[config.mk]
export PLATFORM = sky130hd
export DESIGN_NAME = alu_mesh_sched
export DESIGN_NICKNAME = d
export VERILOG_FILES = /design/src/rtl/alu_mesh_sched.sv
export SDC_FILE = /design/constraint.sdc
export NUM_CORES = 1
export LEC_CHECK = 0
export CORE_AREA = 2 2 326 328
export DETAILED_ROUTE_END_ITERATION = 7
export DIE_AREA = 0 0 328 330
export GPL_TIMING_DRIVEN = 0
export HOLD_SLACK_MARGIN = 0.02
export PLACE_DENSITY = 0.39
export SETUP_SLACK_MARGIN = 0.4
export SYNTH_ARGS = -nofsm -noshare
export SYNTH_HDL_FRONTEND = slang
export SYNTH_SLANG_ARGS = --single-unit
[constraint.sdc]
create_clock -name clk -period 2.2 [get_ports clk]
set_input_delay 0.22 -clock clk [delete_from_list [all_inputs] [get_ports clk]]
set_output_delay 0.22 -clock clk [all_outputs]
set_load 0.05 [all_outputs]
[src/rtl/alu_mesh_sched.sv]
`default_nettype none
// ---------------------------------------------------------------------------
// alu_mesh_sched : round-robin scheduler sharing the 3x3 ALU tile mesh
//                  between NUM_REQ requesters, one operation in flight.
// Revision: 1.0
// ---------------------------------------------------------------------------
module alu_mesh_sched #(
    parameter int NUM_REQ     = 4,
    parameter int WAIT_CYCLES = 1,
    parameter int ID_W        = 3
) (
    input  logic                    clk,
    input  logic                    rst,
    input  logic [NUM_REQ-1:0]      req_valid,
    output logic [NUM_REQ-1:0]      req_ready,
    input  logic [64*NUM_REQ-1:0]   req_a,
    input  logic [64*NUM_REQ-1:0]   req_b,
    input  logic [4*NUM_REQ-1:0]    req_mode,
    output logic [63:0]             mesh_a,
    output logic [63:0]             mesh_b,
    output logic [3:0]              mesh_mode,
    input  logic [63:0]             mesh_result,
    input  logic [8:0]              mesh_match,
    output logic                    resp_valid,
    input  logic                    resp_ready,
    output logic [ID_W-1:0]         resp_id,
    output logic [63:0]             resp_result,
    output logic                    resp_err,
    output logic                    busy,
    output logic [15:0]             op_count
);

    typedef enum logic [1:0] {
        S_IDLE  = 2'd0,
        S_ISSUE = 2'd1,
        S_RESP  = 2'd2
    } state_t;

    localparam logic [3:0] C_MODE_IDLE = 4'hF;
    localparam logic [3:0] C_MODE_MAX  = 4'd8;

    state_t             state_q;
    logic [ID_W-1:0]    rr_ptr_q;
    logic [3:0]         wait_q;
    logic [63:0]        mesh_a_q;
    logic [63:0]        mesh_b_q;
    logic [3:0]         mesh_mode_q;
    logic               resp_valid_q;
    logic [ID_W-1:0]    resp_id_q;
    logic [63:0]        resp_result_q;
    logic               resp_err_q;
    logic [15:0]        op_count_q;

    logic               w_found;
    logic [ID_W-1:0]    w_grant;
    logic [ID_W-1:0]    w_rr_next;
    logic [NUM_REQ-1:0] w_ready;
    logic               w_accept;
    logic [63:0]        w_sel_a;
    logic [63:0]        w_sel_b;
    logic [3:0]         w_sel_mode;
    logic               w_onehot;
    logic               w_err;

    // First valid requester at or after rr_ptr, wrapping modulo NUM_REQ.
    always_comb begin
        w_found = 1'b0;
        w_grant = '0;
        for (int k = 0; k < NUM_REQ; k++) begin
            if (!w_found &&
                ((req_valid >> ((int'(rr_ptr_q) + k) % NUM_REQ)) & NUM_REQ'(1)) != '0) begin
                w_found = 1'b1;
                w_grant = ID_W'((int'(rr_ptr_q) + k) % NUM_REQ);
            end
        end
    end

    assign w_ready    = (state_q == S_IDLE && w_found) ? (NUM_REQ'(1) << w_grant) : '0;
    assign w_accept   = |(req_valid & w_ready);
    assign w_rr_next  = ID_W'((int'(w_grant) + 1) % NUM_REQ);
    assign w_sel_a    = 64'(req_a >> (64 * int'(w_grant)));
    assign w_sel_b    = 64'(req_b >> (64 * int'(w_grant)));
    assign w_sel_mode = 4'(req_mode >> (4 * int'(w_grant)));

    // Exactly one tile must claim the mode; otherwise the OR-ed result is garbage.
    assign w_onehot = (mesh_match != 9'd0) && ((mesh_match & (mesh_match - 9'd1)) == 9'd0);
    assign w_err    = (mesh_mode_q > C_MODE_MAX) || !w_onehot;

    always_ff @(posedge clk) begin
        if (rst) begin
            state_q       <= S_IDLE;
            rr_ptr_q      <= '0;
            wait_q        <= '0;
            mesh_a_q      <= '0;
            mesh_b_q      <= '0;
            mesh_mode_q   <= C_MODE_IDLE;
            resp_valid_q  <= 1'b0;
            resp_id_q     <= '0;
            resp_result_q <= '0;
            resp_err_q    <= 1'b0;
            op_count_q    <= '0;
        end else begin
            case (state_q)
                S_IDLE: begin
                    if (w_accept) begin
                        mesh_a_q    <= w_sel_a;
                        mesh_b_q    <= w_sel_b;
                        mesh_mode_q <= w_sel_mode;
                        wait_q      <= 4'(WAIT_CYCLES);
                        resp_id_q   <= w_grant;
                        rr_ptr_q    <= w_rr_next;
                        state_q     <= S_ISSUE;
                    end
                end
                S_ISSUE: begin
                    if (wait_q != 4'd0) begin
                        wait_q <= wait_q - 4'd1;
                    end else begin
                        resp_err_q    <= w_err;
                        resp_result_q <= w_err ? 64'd0 : mesh_result;
                        resp_valid_q  <= 1'b1;
                        mesh_mode_q   <= C_MODE_IDLE;
                        state_q       <= S_RESP;
                    end
                end
                S_RESP: begin
                    if (resp_ready) begin
                        resp_valid_q <= 1'b0;
                        op_count_q   <= op_count_q + 16'd1;
                        state_q      <= S_IDLE;
                    end
                end
                default: state_q <= S_IDLE;
            endcase
        end
    end

    assign req_ready   = w_ready;
    assign mesh_a      = mesh_a_q;
    assign mesh_b      = mesh_b_q;
    assign mesh_mode   = mesh_mode_q;
    assign resp_valid  = resp_valid_q;
    assign resp_id     = resp_id_q;
    assign resp_result = resp_result_q;
    assign resp_err    = resp_err_q;
    assign busy        = (state_q != S_IDLE);
    assign op_count    = op_count_q;

endmodule
`default_nettype wire

==> out/results.tsv <==
stage	metric	value	unit
global_route	grt_pass1_vias	14610	
logic_synthesis	yosys.area.top_type	dfxtp_1	
logic_synthesis	syn_avg_cell_area	9.332	um2
logic_synthesis	post-synth-top-count-cell	dfxtp_1	
placed_design	dp_hpwl	68120	um
routing	num_vias	13900	
routing	avgRoutedWirePerCell	25.38	um
critical_path	worstPathArrival	2070	ps
sta	finalMaxSlewViolations	0	
global_route	grt_max_degree	11	
sta	post-route-min-period	2289	ps
floorplan	core	104700	um2
cts	cts_tree	done	
run_status	violations	negative setup slack	
cts	clkTransAtPathRegs	50	ps
hold_path	hold_path.class	in2reg	
logic_synthesis	synth_top_cell_area_share	44.13	%
cts	root_buffer	clkbuf_16	
layout	nets	2640	
placed_design	post_dp_cell_area	20270	um2
logic_synthesis	ys_top_cells_by_area	dfxtp_1 44%, a221oi_1 11%, a22oi_1 9.8%	
critical_path	slowest_stage	dfxtp_2	
job	drv_cap	0	
floorplan	rows	119	
routing	drtPass1Iterations	5	
logic_synthesis	synth_edf_count	0	
critical_path	crit_required	1980	ps
logic_synthesis	synth_warnings	0	
sta	hold_violations	0	
sta	worst_slack	-89.31	ps
floorplan	initial_core_util	9.709	%
sta	relSlewSlack	11.31	%
run_status	status	finished with violations	
sta	rsz0062_at_grt	yes	
logic_synthesis	yosysSeqAreaShare	44.13	%
logic_synthesis	synth_flop_cell	dfxtp_1	
floorplan	io_pins	830	
placed_design	preCtsSetupSlack	-2200	ps
global_route	gr-total-overflow	0	
floorplan	die_y	330	um
global_route	antenna_found_initial	12	
cts	cts_buffers	36	
layout	area_growth	150.0	%
critical_path	setup.worst_path.start_class	register	
layout	fillers	11180	
cts	cts_htree_levels	2	
routing	wirelength	87710	um
logic_synthesis	syn-cell-area	10160	um2
critical_path	slowest_delay	340	ps
cts	worstSkewPairLatency	570	ps
critical_path	regToRegSetupSlack	50	ps
global_route	grt_usage	15.25	%
critical_path	crit_type	reg2out	
routing	drt-initial-drc-count	768	
cts	cts_sinks	224	
logic_synthesis	netlist_instances	1089	
sta	period_share	104.1	%
sta	finalSetupViolations	4	
critical_path	cpMostUsedCell	clkbuf_16	
pwr	ir_drop	0.4440	mV
pwr	leakagePower	9.411	nW
pwr	p_per_area	855.7	nW/um2
floorplan	die_w	328	um
layout	fin_area	25410	um2
logic_synthesis	ys_types	54	
critical_path	cp_cell_sequence	inv_2 > a21oi_2 > o221a_2 > buf_12 > clkbuf_16 > clkbuf_16 > and2_4 > buf_8	
routing	drc	0	
global_route	grt_pass1_wl	115600	um
routing	viasPerCell	4.022	
critical_path	end_kind	output pin	
sta	fmax	0.4368	GHz
logic_synthesis	synth_seq_cells	224	
sta	clock_skew	21.36	ps
layout	drive_gt1_share	25.46	%
routing	antenna_left	0	
placed_design	place.port_buffers	825	
floorplan	die-area	108200	um2
placed_design	gp_congestion	0.9396	
logic_synthesis	postSynth.asyncResetShare	0	%
logic_synthesis	ys_top_cells_by_count	224 x dfxtp_1, 148 x nor2_1, 132 x a221oi_1, 132 x a22oi_1, 122 x a211oi_1	
critical_path	path_max_fanout	3	
logic_synthesis	synthesis.nets	1699	
sta	worstMarginPinSlew	1330	ps
cts	clock_path_buffers	3	
-- layout by cell type, fill, tap and decap left out, types with 5 or more instances in the layout --
| cell | n |
|---|---|
| clkbuf_8 | 22 |
| clkdlybuf4s50_1 | 749 |
| a221oi_2 | 69 |
| a211oi_1 | 82 |
| a221oi_1 | 15 |
| buf_16 | 9 |
| clkdlybuf4s15_2 | 31 |
| a211oi_2 | 40 |
| buf_8 | 18 |
| dfxtp_2 | 8 |
| nand3_1 | 6 |
| clkbuf_4 | 15 |
| and2_4 | 5 |
| clkbuf_2 | 25 |
| nand2_1 | 9 |
| a22o_1 | 35 |
| dlygate4sd2_1 | 5 |
| a22oi_1 | 119 |
| diode_2 | 11 |
| buf_2 | 9 |
| a22oi_2 | 13 |
| a22o_4 | 29 |
| xor2_1 | 10 |
| a221oi_4 | 48 |
| o21ai_0 | 14 |
| clkdlybuf4s15_1 | 9 |
| clkbuf_16 | 57 |
| dfxtp_1 | 214 |
| buf_6 | 16 |
| buf_4 | 37 |
| clkbuf_1 | 21 |
| buf_12 | 30 |
| nor2_1 | 145 |
| dlymetal6s2s_1 | 26 |
| a21oi_1 | 21 |
-- metrics by stage --
| step | instances | power, W | TNS [ps] | utilization [%] | hold WS [ps] |
|---|---|---|---|---|---|
| floorplan | 1089 | 0.009717 | 0 | - | 345.7 |
| global placement | 3305 | 0.01400 | -206720 | 19.36 | 449.7 |
| detailed placement | 3305 | 0.01402 | -217180 | 19.36 | 454.6 |
| CTS | 3433 | 0.02128 | -567.3 | 23.13 | 128.1 |
| global route | 3452 | 0.02279 | -1038 | 24.27 | 215.9 |
| finish | 3456 | 0.02174 | -238.0 | 24.28 | 174.6 |
-- power by group --
group | internal, W | switching [W]
Sequential | 0.00470 | 0.000440
Clock | 0.00342 | 0.00227
Combinational | 0.00444 | 0.00647
Total | 0.0126 | 0.00918
-- layout make-up --
| cell class | count | area [um2] | share of cell area, % |
|---|---|---|---|
| inverter | 7 | 26.28 | 0.1034 |
| buffer | 121 | 1299 | 5.111 |
| sequential | 224 | 4502 | 17.72 |
| tap | 1391 | 1740 | 6.849 |
| timing repair buffer | 906 | 9593 | 37.75 |
| antenna | 11 | 27.53 | 0.1083 |
| multi-input combinational | 734 | 7059 | 27.78 |
| clock inverter | 8 | 75.07 | 0.2954 |
| clock buffer | 54 | 1089 | 4.284 |
-- flip-flops by register name (all words and copies together), names as in the netlist --
signal	cells
resp_id	2
state_q	2
mesh_b	64
wait_q	4
rr_ptr_q	2
mesh_mode	4
resp_valid	1
mesh_a	64
resp_result	64
op_count	16
resp_err	1
-- kinds of logic after synthesis --
family / synth area share [%]
flip-flops: 44.13
multiplexers: 0.1970
other: 0.03690
buffers and inverters: 5.442
AO/OA/AOI/OAI: 39.36
adder cells (fa/ha/maj): 0.3447
AND/OR/NAND/NOR: 9.370
XOR/XNOR: 1.120
-- per-layer routing --
metal  global-route usage [%]  vias up  routed length (um)
li1                         -     6294                   -
met1                    19.74     6878               38540
met2                    24.78      604               41290
met3                    3.723      121                5568
met4                    4.986        2                2297
met5                        0        -                  20
-- path summary, 6_finish.rpt --
kind                                endpoint         start  depth (start not counted)
worst max-delay path            req_ready[3]   rr_ptr_q[1]                          8
worst min-delay path             rr_ptr_q[1]  req_valid[3]                          4
worst max register to register    mesh_a[62]   rr_ptr_q[1]                         11
worst min register to register    resp_id[1]    resp_id[1]                          2
-- timing repair --
action / CTS / global route
setup buffers: 49 / 12
gates cloned: 19 / 1
hold buffers: 0 / 0
setup endpoints to repair: 434 / 402
resized for setup: 556 / 206
pin swaps: 65 / 58
-- critical path, delay by kind of cell, from the launching register on --
family          cells  cell delay [ps]
simple gates        1              170
flops               1              340
buf+inv             5              620
compound gates      2              350
(Power assumes the default switching activity.)
